### config.mk
export PLATFORM = sky130hd
export DESIGN_NAME = cla_mp_sequencer
export DESIGN_NICKNAME = d
export VERILOG_FILES = /design/src/rtl/cla_mp_sequencer.sv
export SDC_FILE = /design/constraint.sdc
export NUM_CORES = 1
export LEC_CHECK = 0
export BUFFER_PORTS_ARGS = -buffer_cell sky130_fd_sc_hd__buf_2
export CAP_MARGIN = 20
export CORE_UTILIZATION = 36
export DETAILED_ROUTE_END_ITERATION = 12
export PLACE_DENSITY_LB_ADDON = 0.12
export SLEW_MARGIN = 10
export SYNTH_ARGS = -nofsm -noshare
export SYNTH_HDL_FRONTEND = slang
export SYNTH_SLANG_ARGS = --single-unit
### constraint.sdc
create_clock -name clk -period 11.6 [get_ports clk]
set_input_delay 2.32 -clock clk [delete_from_list [all_inputs] [get_ports clk]]
set_output_delay 2.32 -clock clk [all_outputs]
set_load 0.02 [all_outputs]
### src/rtl/cla_mp_sequencer.sv
// Multi-precision add/subtract sequencer: walks NWORDS operand words LSW-first
// through one WIDTH-bit carry-lookahead adder, chaining carry between cycles.

module cla #(
   parameter int WIDTH = 32
) (
   input  logic [WIDTH-1:0] a_i,
   input  logic [WIDTH-1:0] b_i,
   input  logic             cin_i,
   output logic [WIDTH-1:0] sum_o,
   output logic             cout_o
);
   logic [WIDTH-1:0] gen;
   logic [WIDTH-1:0] prop;
   logic [WIDTH:0]   c;
   logic             gacc;
   logic             pacc;

   assign gen  = a_i & b_i;
   assign prop = a_i ^ b_i;

   // 4-bit lookahead groups; each group carry is derived from its group-in carry only
   always_comb begin
      c    = '0;
      gacc = 1'b0;
      pacc = 1'b1;
      c[0] = cin_i;
      for (int gi = 0; gi < WIDTH / 4; gi++) begin
         gacc = 1'b0;
         pacc = 1'b1;
         for (int k = 0; k < 4; k++) begin
            gacc             = gen[4*gi+k] | (prop[4*gi+k] & gacc);
            pacc             = prop[4*gi+k] & pacc;
            c[4*gi+k+1]      = gacc | (pacc & c[4*gi]);
         end
      end
   end

   assign sum_o  = prop ^ c[WIDTH-1:0];
   assign cout_o = c[WIDTH];
endmodule

// state | meaning
// IDLE  | waiting for start
// RUN   | one word per cycle through the adder, idx_q selects the word
// DONE  | one-cycle done pulse; start here is accepted back-to-back
module cla_mp_sequencer #(
   parameter int WIDTH  = 32,
   parameter int NWORDS = 4
) (
   input  logic                      clk,
   input  logic                      rst_n,
   input  logic                      start_i,
   input  logic                      sub_i,
   input  logic [NWORDS*WIDTH-1:0]   a_i,
   input  logic [NWORDS*WIDTH-1:0]   b_i,
   output logic                      busy_o,
   output logic                      done_o,
   output logic [NWORDS*WIDTH-1:0]   result_o,
   output logic                      cout_o,
   output logic                      ovf_o
);
   localparam int IDX_W = $clog2(NWORDS);
   localparam logic [IDX_W-1:0] LAST_IDX = IDX_W'(NWORDS - 1);

   typedef enum logic [1:0] {IDLE, RUN, DONE} state_t;

   state_t                    state_q, state_d;
   logic [IDX_W-1:0]          idx_q, idx_d;
   logic                      carry_q, carry_d;
   logic                      sub_q, sub_d;
   logic [NWORDS*WIDTH-1:0]   a_q, a_d;
   logic [NWORDS*WIDTH-1:0]   b_q, b_d;
   logic [NWORDS*WIDTH-1:0]   result_q, result_d;
   logic                      cout_q, cout_d;
   logic                      ovf_q, ovf_d;

   logic [WIDTH-1:0]          a_word;
   logic [WIDTH-1:0]          b_word;
   logic [WIDTH-1:0]          sum_word;
   logic                      add_cout;

   assign a_word = a_q[idx_q*WIDTH +: WIDTH];
   assign b_word = b_q[idx_q*WIDTH +: WIDTH] ^ {WIDTH{sub_q}};

   cla #(.WIDTH(WIDTH)) u_cla (
      .a_i   (a_word),
      .b_i   (b_word),
      .cin_i (carry_q),
      .sum_o (sum_word),
      .cout_o(add_cout)
   );

   always_ff @(posedge clk) begin
      if (!rst_n) begin
         state_q  <= IDLE;
         idx_q    <= '0;
         carry_q  <= 1'b0;
         sub_q    <= 1'b0;
         a_q      <= '0;
         b_q      <= '0;
         result_q <= '0;
         cout_q   <= 1'b0;
         ovf_q    <= 1'b0;
      end else begin
         state_q  <= state_d;
         idx_q    <= idx_d;
         carry_q  <= carry_d;
         sub_q    <= sub_d;
         a_q      <= a_d;
         b_q      <= b_d;
         result_q <= result_d;
         cout_q   <= cout_d;
         ovf_q    <= ovf_d;
      end
   end

   always_comb begin
      state_d  = state_q;
      idx_d    = idx_q;
      carry_d  = carry_q;
      sub_d    = sub_q;
      a_d      = a_q;
      b_d      = b_q;
      result_d = result_q;
      cout_d   = cout_q;
      ovf_d    = ovf_q;

      case (state_q)
         RUN: begin
            result_d[idx_q*WIDTH +: WIDTH] = sum_word;
            carry_d = add_cout;
            if (idx_q == LAST_IDX) begin
               cout_d  = add_cout;
               ovf_d   = (a_word[WIDTH-1] == b_word[WIDTH-1]) &&
                         (sum_word[WIDTH-1] != a_word[WIDTH-1]);
               state_d = DONE;
            end else begin
               idx_d = idx_q + 1'b1;
            end
         end
         default: begin
            // IDLE and DONE accept start identically; DONE otherwise falls back to IDLE
            if (state_q == DONE) state_d = IDLE;
            if (start_i) begin
               a_d      = a_i;
               b_d      = b_i;
               sub_d    = sub_i;
               idx_d    = '0;
               carry_d  = sub_i;
               result_d = '0;
               cout_d   = 1'b0;
               ovf_d    = 1'b0;
               state_d  = RUN;
            end
         end
      endcase
   end

   assign busy_o   = (state_q == RUN);
   assign done_o   = (state_q == DONE);
   assign result_o = result_q;
   assign cout_o   = cout_q;
   assign ovf_o    = ovf_q;
endmodule
* After elaboration in Yosys (flattened, before gate mapping)
Cells that the tools add are included.
Cells by class: $add $sub $neg 2, equal/unequal tests 7, shift operators 4, multiplexer cells 17, bitwise operators 141, reductions and logical operators 7
Operators with widths (count):
- 2-to-1 mux 128 bit | 2
- indexed part select 128 x 8 -> 32 bit | 2
- bitwise mux 128 bit | 1
- variable shift 32 x 34 -> 128 bit (first input constant) | 1
- indexed part select 32 x 34 -> 128 bit | 1
- bitwise XOR 32 bit | 3
- bitwise AND 1 bit | 80
- bitwise OR 1 bit | 56
- negation 7 -> 34 bit | 1
- bitwise AND 32 bit | 1
- 2-to-1 mux 2 bit | 7
- AND reduction 2 bit | 4
- 2-to-1 mux 1 bit | 7
- == test 2 bit (second input constant) | 2
- nonzero test 3 bit | 1
- adder 2 x 1 -> 2 bit (second input constant) | 1
- == test 2 x 1 -> 1 bit (second input constant) | 1
- inequality test 2 x 1 -> 1 bit (second input constant) | 1
- inequality test 2 bit (second input constant) | 1
- nonzero test 2 bit | 1
- == test 1 bit | 1
- logical AND 1 bit | 1
- inequality test 1 bit | 1
- inverter 1 bit | 1
Storage, ports and cells: register bits after elaboration 392, bits of input ports 260, output and inout port bits 132, logic and storage cells 187

* Longest topological paths before layout
Gate-level depths: netlist (run 1).
depth in word-level cells 29, mapped depth 17

* By module
From an unflattened synthesis (run 1), not the netlist that was laid out.
Unflattened totals: cell total of the unflattened synthesis 1889, area total of the unflattened synthesis 17977.2 µm²
Modules (own cells, without submodules):
- cla_mp_sequencer | times used 1, cells an instance 1708, area an instance 16472.0 µm², sequential area each 7847.5 µm²
- cla | times used 1, cells an instance 181, area an instance 1505.2 µm², sequential area each 0.0 µm²

* Worst setup path before layout (run 1)
Ideal clock, no wire load.
kind reg-to-reg, from reg idx_q[0], to reg result_q[60] (netlist: result_o[60]), library setup time 59 ps, data arrival time 4293 ps, slack 7248 ps, stages on the path, launching flop included 17, buffers on the path 3, path through dfxtp_1 > buf_2 > buf_2 > buf_2 > mux4_2 > ha_1 > a211oi_2 > o21bai_2 > o211ai_2 > nand3_2 > a311oi_4 > o21a_4 > inv_1 > a21oi_1 > fa_1 > o21ai_0 > and2_1
On the way: cells in the longest elaborated chain, start to end 28, elaborated cells between the ends (all ways) 142, classes of those cells add/sub (1); shift (4); mux (2); bitwise (135)
Ends and longest elaborated chain:
- start, declared | RTL line 69 | logic [IDX_W-1:0] idx_q, idx_d;
- start signal, assigned | RTL line 107 | idx_q <= idx_d;
- indexed part select 128 x 8 -> 32 bit | RTL line 84 | assign b_word = b_q[idx_q*WIDTH +: WIDTH] ^ {WIDTH{sub_q}};
- bitwise XOR 32 bit | RTL line 84
- bitwise XOR 32 bit or bitwise AND 32 bit (tied branches) | RTL line 20, 19
- bitwise AND 1 bit | RTL line 32 | gacc = gen[4*gi+k] | (prop[4*gi+k] & gacc);
- bitwise OR 1 bit | RTL line 32
- bitwise AND 1 bit | RTL line 32
- bitwise OR 1 bit | RTL line 32
- bitwise AND 1 bit | RTL line 32
- (+12 left out)
- bitwise AND 1 bit | RTL line 34 | c[4*gi+k+1] = gacc | (pacc & c[4*gi]);
- bitwise OR 1 bit | RTL line 34
- bitwise AND 1 bit | RTL line 34
- bitwise OR 1 bit | RTL line 34
- bitwise XOR 32 bit | RTL line 39 | assign sum_o = prop ^ c[WIDTH-1:0];
- indexed part select 32 x 34 -> 128 bit | RTL line 131 | result_d[idx_q*WIDTH +: WIDTH] = sum_word;
- bitwise mux 128 bit * | RTL line 131
- 2-to-1 mux 128 bit * | RTL line 129 | case (state_q)
- end signal, assigned | RTL line 112 | result_q <= result_d;
- end, declared | RTL line 74 | logic [NWORDS*WIDTH-1:0] result_q, result_d;
Every way passes the cells marked *; elsewhere a longest branch is shown, timed or not. A chain may end at the register's enable or synchronous reset.

* Final worst setup path (run 1)
from reg idx_q[0], to reg result_q[28] (netlist: result_o[28])
The elaborated chain is that of the path after synthesis.

==> results of run 1 <==
## cells in the mapped netlist, drive strengths merged, types with 8 or more instances
master	n	share of area, %
clkbuf	104	2.2
a22oi	55	2.4
a32o	8	0.46
dfxtp	392	45
mux4	64	8.3
nand2	558	12
nor2	27	0.58
a21boi	257	11
xnor2	13	0.66
o21ai	39	1.1
a22o	24	1.2
nor2b	74	2.7
buf	34	0.94
a21oi	40	1.2
xor2	43	2.2
inv	28	0.61
ha	36	2.6
fa	8	0.92
and2	20	0.72
## stage by stage
stage	instances	util, %	power [mW]	cell area (um^2)	hold slack (ps)
CTS	2844	44.4	3.37	21200	455
finish	2844	44.4	3.32	21200	450
global route	2844	44.4	3.46	21200	475
floorplan	1884	-	1.74	17400	440
global placement	2767	41.3	1.93	19700	438
detailed placement	2767	41.3	1.93	19700	447
## worst max-delay path, delay by kind of cell (launching register included)
| kind | cells | cell delay (ps) |
|---|---|---|
| AO/OA/AOI/OAI | 7 | 1380 |
| XOR/XNOR | 1 | 170 |
| adder cells (fa/ha/maj) | 2 | 840 |
| buffers and inverters | 2 | 750 |
| flip-flops | 1 | 840 |
| multiplexers | 1 | 600 |
| AND/OR/NAND/NOR | 3 | 460 |
## cells in the final DEF, fill, tap and decap left out, drive strengths merged, types with 5 or more instances in the layout
cell,instances
nand2,558
buf,405
dfxtp,392
a21boi,257
nor2b,74
mux4,64
clkbuf,63
a22oi,55
xor2,43
a21oi,40
o21ai,39
ha,36
inv,28
nor2,27
a22o,24
and2,20
xnor2,13
clkinv,9
a32o,8
fa,8
nand3,7
nor3,7
a21o,5
bufinv,5
o21bai,5
## cell type report
cell class	count	area, um^2
Clock buffer	62	1250
Clock inverter	15	206
Fill cell	4764	26500
Inverter	28	105
Multi-Input combinational cell	1326	8880
Sequential cell	392	7860
Tap cell	615	769
Timing Repair Buffer	406	2080
## power by group through the flow
stage | registers, mW | logic (mW) | clock network, mW
2_1_floorplan | 1.46 | 0.280 | 0
5_1_grt | 1.45 | 0.503 | 1.51
6_report | 1.44 | 0.459 | 1.43
3_5_place_dp | 1.47 | 0.465 | 0
4_1_cts | 1.44 | 0.466 | 1.47
3_3_place_gp | 1.47 | 0.459 | 0
## per-layer routing
metal,vias to the layer above,wire length [um]
li1,7018,-
met1,6913,25600
met2,330,26200
met3,73,2160
met4,0,1630
met5,-,0
## worst min-delay path by stage
stage | start | endpoint | slack (ps) | cells after the start
finish | result_o[103] | result_o[103] | 450 | 2
detailed placement | result_o[62] | result_o[62] | 450 | 2
CTS | result_o[62] | result_o[62] | 460 | 2
global route | result_o[62] | result_o[62] | 480 | 2
floorplan | b_q[67] | b_q[67] | 440 | 2
global placement | result_o[118] | result_o[118] | 440 | 2
## state kept, by name, indices dropped and copies added, names as in the netlist
register,count
state_q,2
carry_q,1
b_q,128
sub_q,1
idx_q,2
ovf_o,1
result_o,128
cout_o,1
a_q,128
## kinds of logic (layout without fill, tap and decap cells)
group | count (synthesis) | count (layout) | synth area share [%]
and+or+nand+nor | 709 | 709 | 17.2
DFF | 392 | 392 | 45.2
buffers and inverters | 166 | 511 | 3.79
adders and majority gates | 44 | 44 | 3.52
AOI/OAI and AO/OA | 452 | 452 | 19.1
muxes | 65 | 65 | 8.36
xor gates and xnor gates | 56 | 56 | 2.87
==> impl_metrics.py, run 1 <==
metrics = {
    "status": {
        "outcome": "complete, no violations",
    },
    "floorplanning": {
        "die_x_um": 222,
        "pin_count": 392,
        "floorplan.initialDensity_pct": 36.4,
        "placeableCoreArea_um2": 47600,
        "floorplan.die_area_um2": 49100,
        "floorplan.die.height_um": 222,
        "cell_rows": 80,
    },
    "power_and_ir_drop": {
        "netSwitchingFraction_pct": 26.8,
        "p_leak_nw": 8.80,
        "internal-power_mw": 2.43,
        "p_per_area_nw_per_um2": 157,
        "p_seq_share_pct": 43.3,
        "p_comb_share_pct": 13.8,
        "peakVddDrop_mv": 0.0902,
        "share_clk_of_total_power_pct": 42.9,
        "switching_power_mw": 0.891,
    },
    "sta": {
        "fmax_ghz": 0.194,
        "period_minus_slack_ps": 5160,
        "period_share_pct": 44.5,
        "max_slew_vio_count": 0,
        "timing.max_slew.rel_slack_pct": 27.4,
        "grt_setup_unrepaired": "false",
        "final.setup.worst_slack_ps": 6440,
        "clock-skew-final_ps": 15.1,
        "setup_total_negative_slack_ps": 0,
        "timing_hold_violations_final": 0,
        "finalSetupViolCount": 0,
        "timing_worst_slew_pin_value_ps": 1090,
    },
    "routing": {
        "route.detailed.vias_per_inst": 5.04,
        "drt_wl_total_mm": 55.5,
        "residual_antenna_violating_net_count_after_detailed_routing": 0,
        "drcViolationCount": 0,
        "drt_pass1_iterations": 5,
        "detail_route.wl_per_cell_um": 19.5,
        "detail_route.iter0.violations": 975,
        "via_count": 14300,
    },
    "grt": {
        "antenna_found_initial": 1,
        "gr-usage-met1_pct": 30.2,
        "vias_in_the_first_global_route": 14200,
        "largest_net_degree_at_the_start_of_global_routing": 136,
        "use_met3_pct": 2.98,
        "global_route_wire_length_before_repair_mm": 84.8,
        "grtUsageTotal_pct": 22.4,
        "grt_busiest_layer": "met2",
        "grtUsageMet2_pct": 36.9,
        "global_route.overflow_total": 0,
    },
    "synthesis": {
        "synthesis_stage_register_bit_count": 392,
        "post_synth_instance_area_um2": 17400,
        "synth.lib_cells_used.distinct": 57,
        "synth_sequential_area_ratio_pct": 45.2,
        "syn-mean-instance-area_um2": 9.22,
        "synth_enable_flop_cells": 0,
        "postSynthCellCount": 1884,
        "syn_nets": 2188,
        "primary_ff_master_synth": "sky130_fd_sc_hd__dfxtp_1",
        "ys.warnings.count": 0,
        "synth_async_sr_flop_share_pct": 0,
    },
    "final_layout": {
        "syn_to_layout_area_delta_pct": 21.8,
        "antenna_cells": 0,
        "nNetsFinal": 2503,
        "drive_above_1_share_pct": 25.1,
    },
    "worst_setup_path": {
        "regToRegEndpoint": "result_o[28]",
        "critPathMaxFanout": 38,
        "max_stage_delay_ps": 840,
        "endpoint_of_the_most_critical_setup_path": "result_o[28]",
        "ff2ff_path_depth": 16,
        "r2r_start": "idx_q[0]",
        "worst_ep_required_time_ps": 12090,
        "setup.worst_path.start_class": "register",
        "cp_slowest_cell": "sky130_fd_sc_hd__dfxtp_4",
        "critPathCaptureType": "register",
        "critical_path_arrival_ps": 5650,
        "critical-path-top-cell-by-count": "sky130_fd_sc_hd__a21oi_1",
        "ff2ff_setup_slack_ps": 6440,
        "crit_type": "reg -> reg",
        "startpoint": "idx_q[0]",
        "cp_cell_instances": "buf_4, mux4_2, xor2_1, ha_1, a211oi_2, o21bai_2, o211ai_2, nand3_2, a311oi_4, o21a_4, inv_1, a21oi_1, fa_1, nor2_1, a21oi_1, nor2b_1",
    },
    "place": {
        "gpl.final_weighted_congestion": 0.834,
        "pre_cts_ws_ps": 6300,
        "port-buffer-count": 391,
        "place.detailed.hpwl_mm": 40.0,
    },
    "cts": {
        "cts-root-buf": "sky130_fd_sc_hd__clkbuf_16",
        "numCtsBuffers": 45,
        "clock_path_buffers": 3,
        "postCtsResizedCells": 0,
        "post_cts_buffers": 0,
        "tritoncts_num_sinks": 392,
        "clock_tree_from_tritoncts": "yes",
        "cts_hold_repair.buffers": 0,
        "htree_levels": 2,
        "insertion_delay_ps": 560,
        "worst_setup_hold_path_clk_slew_ps": 60,
    },
    "min_path": {
        "min-delay-path-class": "reg -> reg",
    },
    "job": {
        "max_capacitance_violation_total": 0,
    },
}
(Power assumes the default switching activity.)
==> run 2, diff against run 1 <==
- clock period: 11.6 -> 4.9 ns (I/O delays scaled with it)
==> impl_metrics.py, run 2 (same netlist as run 1, synthesis figures left out) <==
metrics = {
    "routing": {
        "via_count": 14400,
        "residual_antenna_violating_net_count_after_detailed_routing": 0,
        "drt_wl_total_mm": 57.2,
        "detail_route.iter0.violations": 933,
        "route.detailed.vias_per_inst": 5.05,
        "drcViolationCount": 0,
        "detail_route.wl_per_cell_um": 20.0,
        "drt_pass1_iterations": 5,
    },
    "sta": {
        "fmax_ghz": 0.228,
        "clock-skew-final_ps": 15.8,
        "grt_setup_unrepaired": "false",
        "setup_total_negative_slack_ps": 0,
        "finalSetupViolCount": 0,
        "period_share_pct": 89.4,
        "timing_hold_violations_final": 0,
        "max_slew_vio_count": 0,
        "timing.max_slew.rel_slack_pct": 28.9,
        "hold_ws_ps": 455,
        "timing_worst_slew_pin_value_ps": 1070,
        "period_minus_slack_ps": 4380,
    },
    "power_and_ir_drop": {
        "p_comb_share_pct": 13.7,
        "share_clk_of_total_power_pct": 44.3,
        "p_seq_share_pct": 42.0,
        "p_leak_nw": 8.95,
        "netSwitchingFraction_pct": 26.7,
        "p_per_area_nw_per_um2": 380,
        "switching_power_mw": 2.17,
        "internal-power_mw": 5.97,
        "peakVddDrop_mv": 0.202,
    },
    "min_path": {
        "min-delay-start": "result_o[39]",
        "min-delay-path-class": "reg -> reg",
        "timing.hold.worst_endpoint": "result_o[39]",
        "worstHoldPathCells": 2,
    },
    "grt": {
        "global_route_wire_length_before_repair_mm": 86.6,
        "global_route.overflow_total": 0,
        "grtUsageTotal_pct": 23.0,
        "largest_net_degree_at_the_start_of_global_routing": 170,
        "vias_in_the_first_global_route": 14300,
        "antenna_found_initial": 0,
    },
    "final_layout": {
        "nNetsFinal": 2514,
        "antenna_cells": 0,
        "final_core_util_pct": 45.0,
        "syn_to_layout_area_delta_pct": 23.5,
        "instances_no_fill": 2862,
        "layout_commonest_cell": "sky130_fd_sc_hd__nand2_1",
        "drive_above_1_share_pct": 25.9,
        "fill_cells": 4666,
        "layout.cell_area.non_filler_um2": 21400,
        "layout.cells.most_common_list": "556 x sky130_fd_sc_hd__nand2_1, 390 x sky130_fd_sc_hd__buf_2, 389 x sky130_fd_sc_hd__dfxtp_1",
    },
    "cts": {
        "tritoncts_num_sinks": 392,
        "clock_tree_from_tritoncts": "yes",
        "cts_hold_repair.buffers": 0,
        "htree_levels": 2,
        "numCtsBuffers": 45,
        "cts-root-buf": "sky130_fd_sc_hd__clkbuf_16",
        "clock_path_buffers": 3,
        "insertion_delay_ps": 570,
        "post_cts_buffers": 0,
        "worst_setup_hold_path_clk_slew_ps": 60,
        "postCtsResizedCells": 0,
    },
    "job": {
        "max_capacitance_violation_total": 0,
    },
    "worst_setup_path": {
        "setup.worst_path.start_class": "register",
        "critPathMaxFanout": 26,
        "critical_path_arrival_ps": 4890,
        "critPathCaptureType": "register",
        "ff2ff_path_depth": 14,
        "regToRegEndpoint": "result_o[60]",
        "crit_type": "reg -> reg",
        "ff2ff_setup_slack_ps": 520,
        "worst_ep_required_time_ps": 5410,
        "r2r_start": "idx_q[0]",
    },
    "place": {
        "gpl.final_weighted_congestion": 0.834,
        "placedCellCount": 2778,
        "place.detailed.hpwl_mm": 42.2,
        "port-buffer-count": 391,
        "placed_area_um2": 19800,
    },
    "floorplanning": {
        "pin_count": 392,
        "floorplan.die_area_um2": 49100,
        "die_x_um": 222,
        "placeableCoreArea_um2": 47600,
        "cell_rows": 80,
        "floorplan.die.height_um": 222,
        "floorplan.initialDensity_pct": 36.4,
    },
    "status": {
        "outcome": "complete, no violations",
    },
}
## run 2: power groups by stage
| stage | sequential (mW) | combinational, mW | clock [mW] |
|---|---|---|---|
| floorplan | 3.46 | 0.663 | 0 |
| finish | 3.42 | 1.11 | 3.60 |
| CTS | 3.42 | 1.13 | 3.68 |
| global placement | 3.49 | 1.10 | 0 |
| detailed placement | 3.49 | 1.12 | 0 |
| global route | 3.43 | 1.22 | 3.81 |
## run 2: cell type report
class	count	area, um^2	area share, %
multi-input combinational	1326	8880	41.4
sequential	392	7860	36.6
timing repair buffer	417	2210	10.3
clock buffer	71	1440	6.70
tap	615	769	3.59
clock inverter	13	178	0.829
inverter	28	105	0.490
## run 2: worst max-delay path by stage
| stage | startpoint | to | slack (ps) | cells past startpoint |
|---|---|---|---|---|
| finish | idx_q[0] | result_o[60] | 520 | 14 |
| global route | idx_q[0] | result_o[60] | 100 | 14 |
| CTS | idx_q[0] | result_o[92] | 450 | 15 |
| detailed placement | idx_q[0] | result_o[92] | 480 | 15 |
| global placement | idx_q[0] | result_o[28] | 550 | 15 |
| floorplan | idx_q[0] | result_o[60] | 550 | 16 |
## run 2: worst max-delay path, cell delays in order (launching register included)
cell and delay (ps):
sky130_fd_sc_hd__dfxtp_4 700, sky130_fd_sc_hd__buf_12 290, sky130_fd_sc_hd__mux4_2 540, sky130_fd_sc_hd__ha_1 330
sky130_fd_sc_hd__a211oi_2 240, sky130_fd_sc_hd__o21bai_2 140, sky130_fd_sc_hd__o211ai_2 170, sky130_fd_sc_hd__nand3_2 210
sky130_fd_sc_hd__a311oi_4 350, sky130_fd_sc_hd__o21a_4 230, sky130_fd_sc_hd__inv_1 50, sky130_fd_sc_hd__a21oi_1 220
sky130_fd_sc_hd__fa_1 510, sky130_fd_sc_hd__o21ai_0 170, sky130_fd_sc_hd__and2_1 130
## run 2: metal layers
layer / global-route usage [%] / vias up / wire length [um]
met5: 0 / - / 0
met4: 9.36 / 0 / 2130
met3: 3.55 / 93 / 2480
met2: 38.0 / 351 / 27000
met1: 30.0 / 6941 / 25600
li1: - / 7054 / -
## run 2: metrics by stage
stage / power (mW) / setup slack, ps
floorplan: 4.12 / 548
global placement: 4.59 / 551
detailed placement: 4.61 / 485
CTS: 8.23 / 448
global route: 8.46 / 103
finish: 8.14 / 520
==> run 3, diff against run 2 <==
- PLACE_DENSITY_LB_ADDON: 0.12 -> default
==> impl_metrics.py, run 3 (same netlist as run 1, synthesis figures left out) <==
metrics = {
    "status": {
        "outcome": "complete, no violations",
    },
    "job": {
        "max_capacitance_violation_total": 0,
    },
    "worst_setup_path": {
        "crit_type": "reg -> reg",
        "cp_cell_instances": "buf_4, mux4_2, xor2_1, ha_1, o21ai_0, o21bai_2, o211ai_2, nand3_2, a311oi_4, o21a_4, inv_1, a21oi_1, fa_1, xnor2_1, a22oi_1, nor2b_1",
        "critPathMaxFanout": 28,
        "setup.worst_path.start_class": "register",
        "max_stage_delay_ps": 720,
        "cp_slowest_cell": "sky130_fd_sc_hd__dfxtp_4",
        "worst_ep_required_time_ps": 5400,
        "critPathCaptureType": "register",
        "critical_path_arrival_ps": 4900,
    },
    "floorplanning": {
        "cell_rows": 80,
        "floorplan.die_area_um2": 49100,
        "die_x_um": 222,
        "placeableCoreArea_um2": 47600,
        "pin_count": 392,
        "floorplan.die.height_um": 222,
        "floorplan.initialDensity_pct": 36.4,
    },
    "sta": {
        "grt_setup_unrepaired": "false",
        "finalSetupViolCount": 0,
        "clock-skew-final_ps": 14.9,
        "fmax_ghz": 0.227,
        "setup_total_negative_slack_ps": 0,
        "max_slew_vio_count": 0,
        "final.setup.worst_slack_ps": 500,
        "timing.max_slew.rel_slack_pct": 20.9,
        "timing_hold_violations_final": 0,
        "period_share_pct": 89.8,
        "period_minus_slack_ps": 4400,
        "timing_worst_slew_pin_value_ps": 1190,
    },
    "cts": {
        "post_cts_buffers": 0,
        "numCtsBuffers": 43,
        "cts_hold_repair.buffers": 0,
        "htree_levels": 2,
        "worst_setup_hold_path_clk_slew_ps": 60,
        "tritoncts_num_sinks": 392,
        "postCtsResizedCells": 0,
        "clock_tree_from_tritoncts": "yes",
        "insertion_delay_ps": 570,
        "cts-root-buf": "sky130_fd_sc_hd__clkbuf_16",
        "clock_path_buffers": 3,
    },
    "final_layout": {
        "regArea_um2": 7860,
        "layout_commonest_cell": "sky130_fd_sc_hd__nand2_1",
        "fill_cells": 4606,
        "footprint_of_the_multi_input_gates_um2": 8880,
        "nNetsFinal": 2511,
        "syn_to_layout_area_delta_pct": 22.5,
        "layout.cell_area.non_filler_um2": 21300,
        "layout.cells.most_common_list": "556 x sky130_fd_sc_hd__nand2_1, 390 x sky130_fd_sc_hd__buf_2, 389 x sky130_fd_sc_hd__dfxtp_1",
        "drive_above_1_share_pct": 25.6,
    },
    "power_and_ir_drop": {
        "peakVddDrop_mv": 0.266,
        "p_leak_nw": 8.87,
        "p_per_area_nw_per_um2": 368,
        "total_power_mw": 7.82,
    },
    "min_path": {
        "min-delay-path-class": "reg -> reg",
    },
    "routing": {
        "detail_route.iter0.violations": 861,
        "detail_route.wl_per_cell_um": 19.8,
        "drcViolationCount": 0,
        "residual_antenna_violating_net_count_after_detailed_routing": 0,
        "drt_pass1_iterations": 5,
        "drt_wl_total_mm": 56.5,
        "route.detailed.vias_per_inst": 5.09,
        "via_count": 14500,
    },
    "grt": {
        "antenna_found_initial": 1,
        "largest_net_degree_at_the_start_of_global_routing": 194,
        "grtUsageTotal_pct": 22.7,
        "global_route.overflow_total": 0,
        "vias_in_the_first_global_route": 14500,
        "global_route_wire_length_before_repair_mm": 85.1,
    },
    "place": {
        "pre_cts_ws_ps": 518,
        "placed_area_um2": 19800,
        "port-buffer-count": 391,
        "gpl.final_weighted_congestion": 0.868,
        "place.detailed.hpwl_mm": 42.2,
    },
}
[run 3: critical path: cells and delay by family (launching register included)]
family	cells	cell delay (ps)
buffers and inverters	2	330
flip-flops	1	720
XOR/XNOR	2	550
adder cells (fa/ha/maj)	2	720
AND/OR/NAND/NOR	2	340
AO/OA/AOI/OAI	7	1110
multiplexers	1	530
[run 3: final cells by class]
| cell class | instances | share of cell area [%] |
|---|---|---|
| Clock inverter | 15 | 0.794 |
| Multi-Input combinational cell | 1326 | 41.8 |
| Clock buffer | 60 | 5.93 |
| Antenna cell | 1 | 0.0118 |
| Timing Repair Buffer | 416 | 10.5 |
| Inverter | 28 | 0.494 |
| Sequential cell | 392 | 36.9 |
| Tap cell | 615 | 3.62 |
[run 3: where the power goes]
part | internal, mW | switching [mW] | total [mW]
Combinational | 0.420 | 0.695 | 1.12
Sequential | 3.32 | 0.0972 | 3.42
Clock | 1.95 | 1.33 | 3.29
Total | 5.70 | 2.13 | 7.82
[run 3: final timing paths]
kind,start,end,slack [ps],cells past startpoint
hold / removal,result_o[94],result_o[94],450,2
setup reg to reg,idx_q[0],result_o[61],500,16
setup / recovery,idx_q[0],result_o[61],500,16
hold reg to reg,result_o[94],result_o[94],450,2
[run 3: metal layers]
layer	global-route usage [%]	routed length [um]
met5	0	0
met4	8.65	1940
met1	28.5	24300
met3	4.78	3110
met2	37.9	27100
[run 3: through the flow]
step                utilization (%)  hold WS (ps)  cells
floorplan                         -           440   1884
global placement               41.6           433   2777
detailed placement             41.6           443   2777
CTS                            44.7           451   2852
global route                   44.7           475   2852
finish                         44.7           446   2853
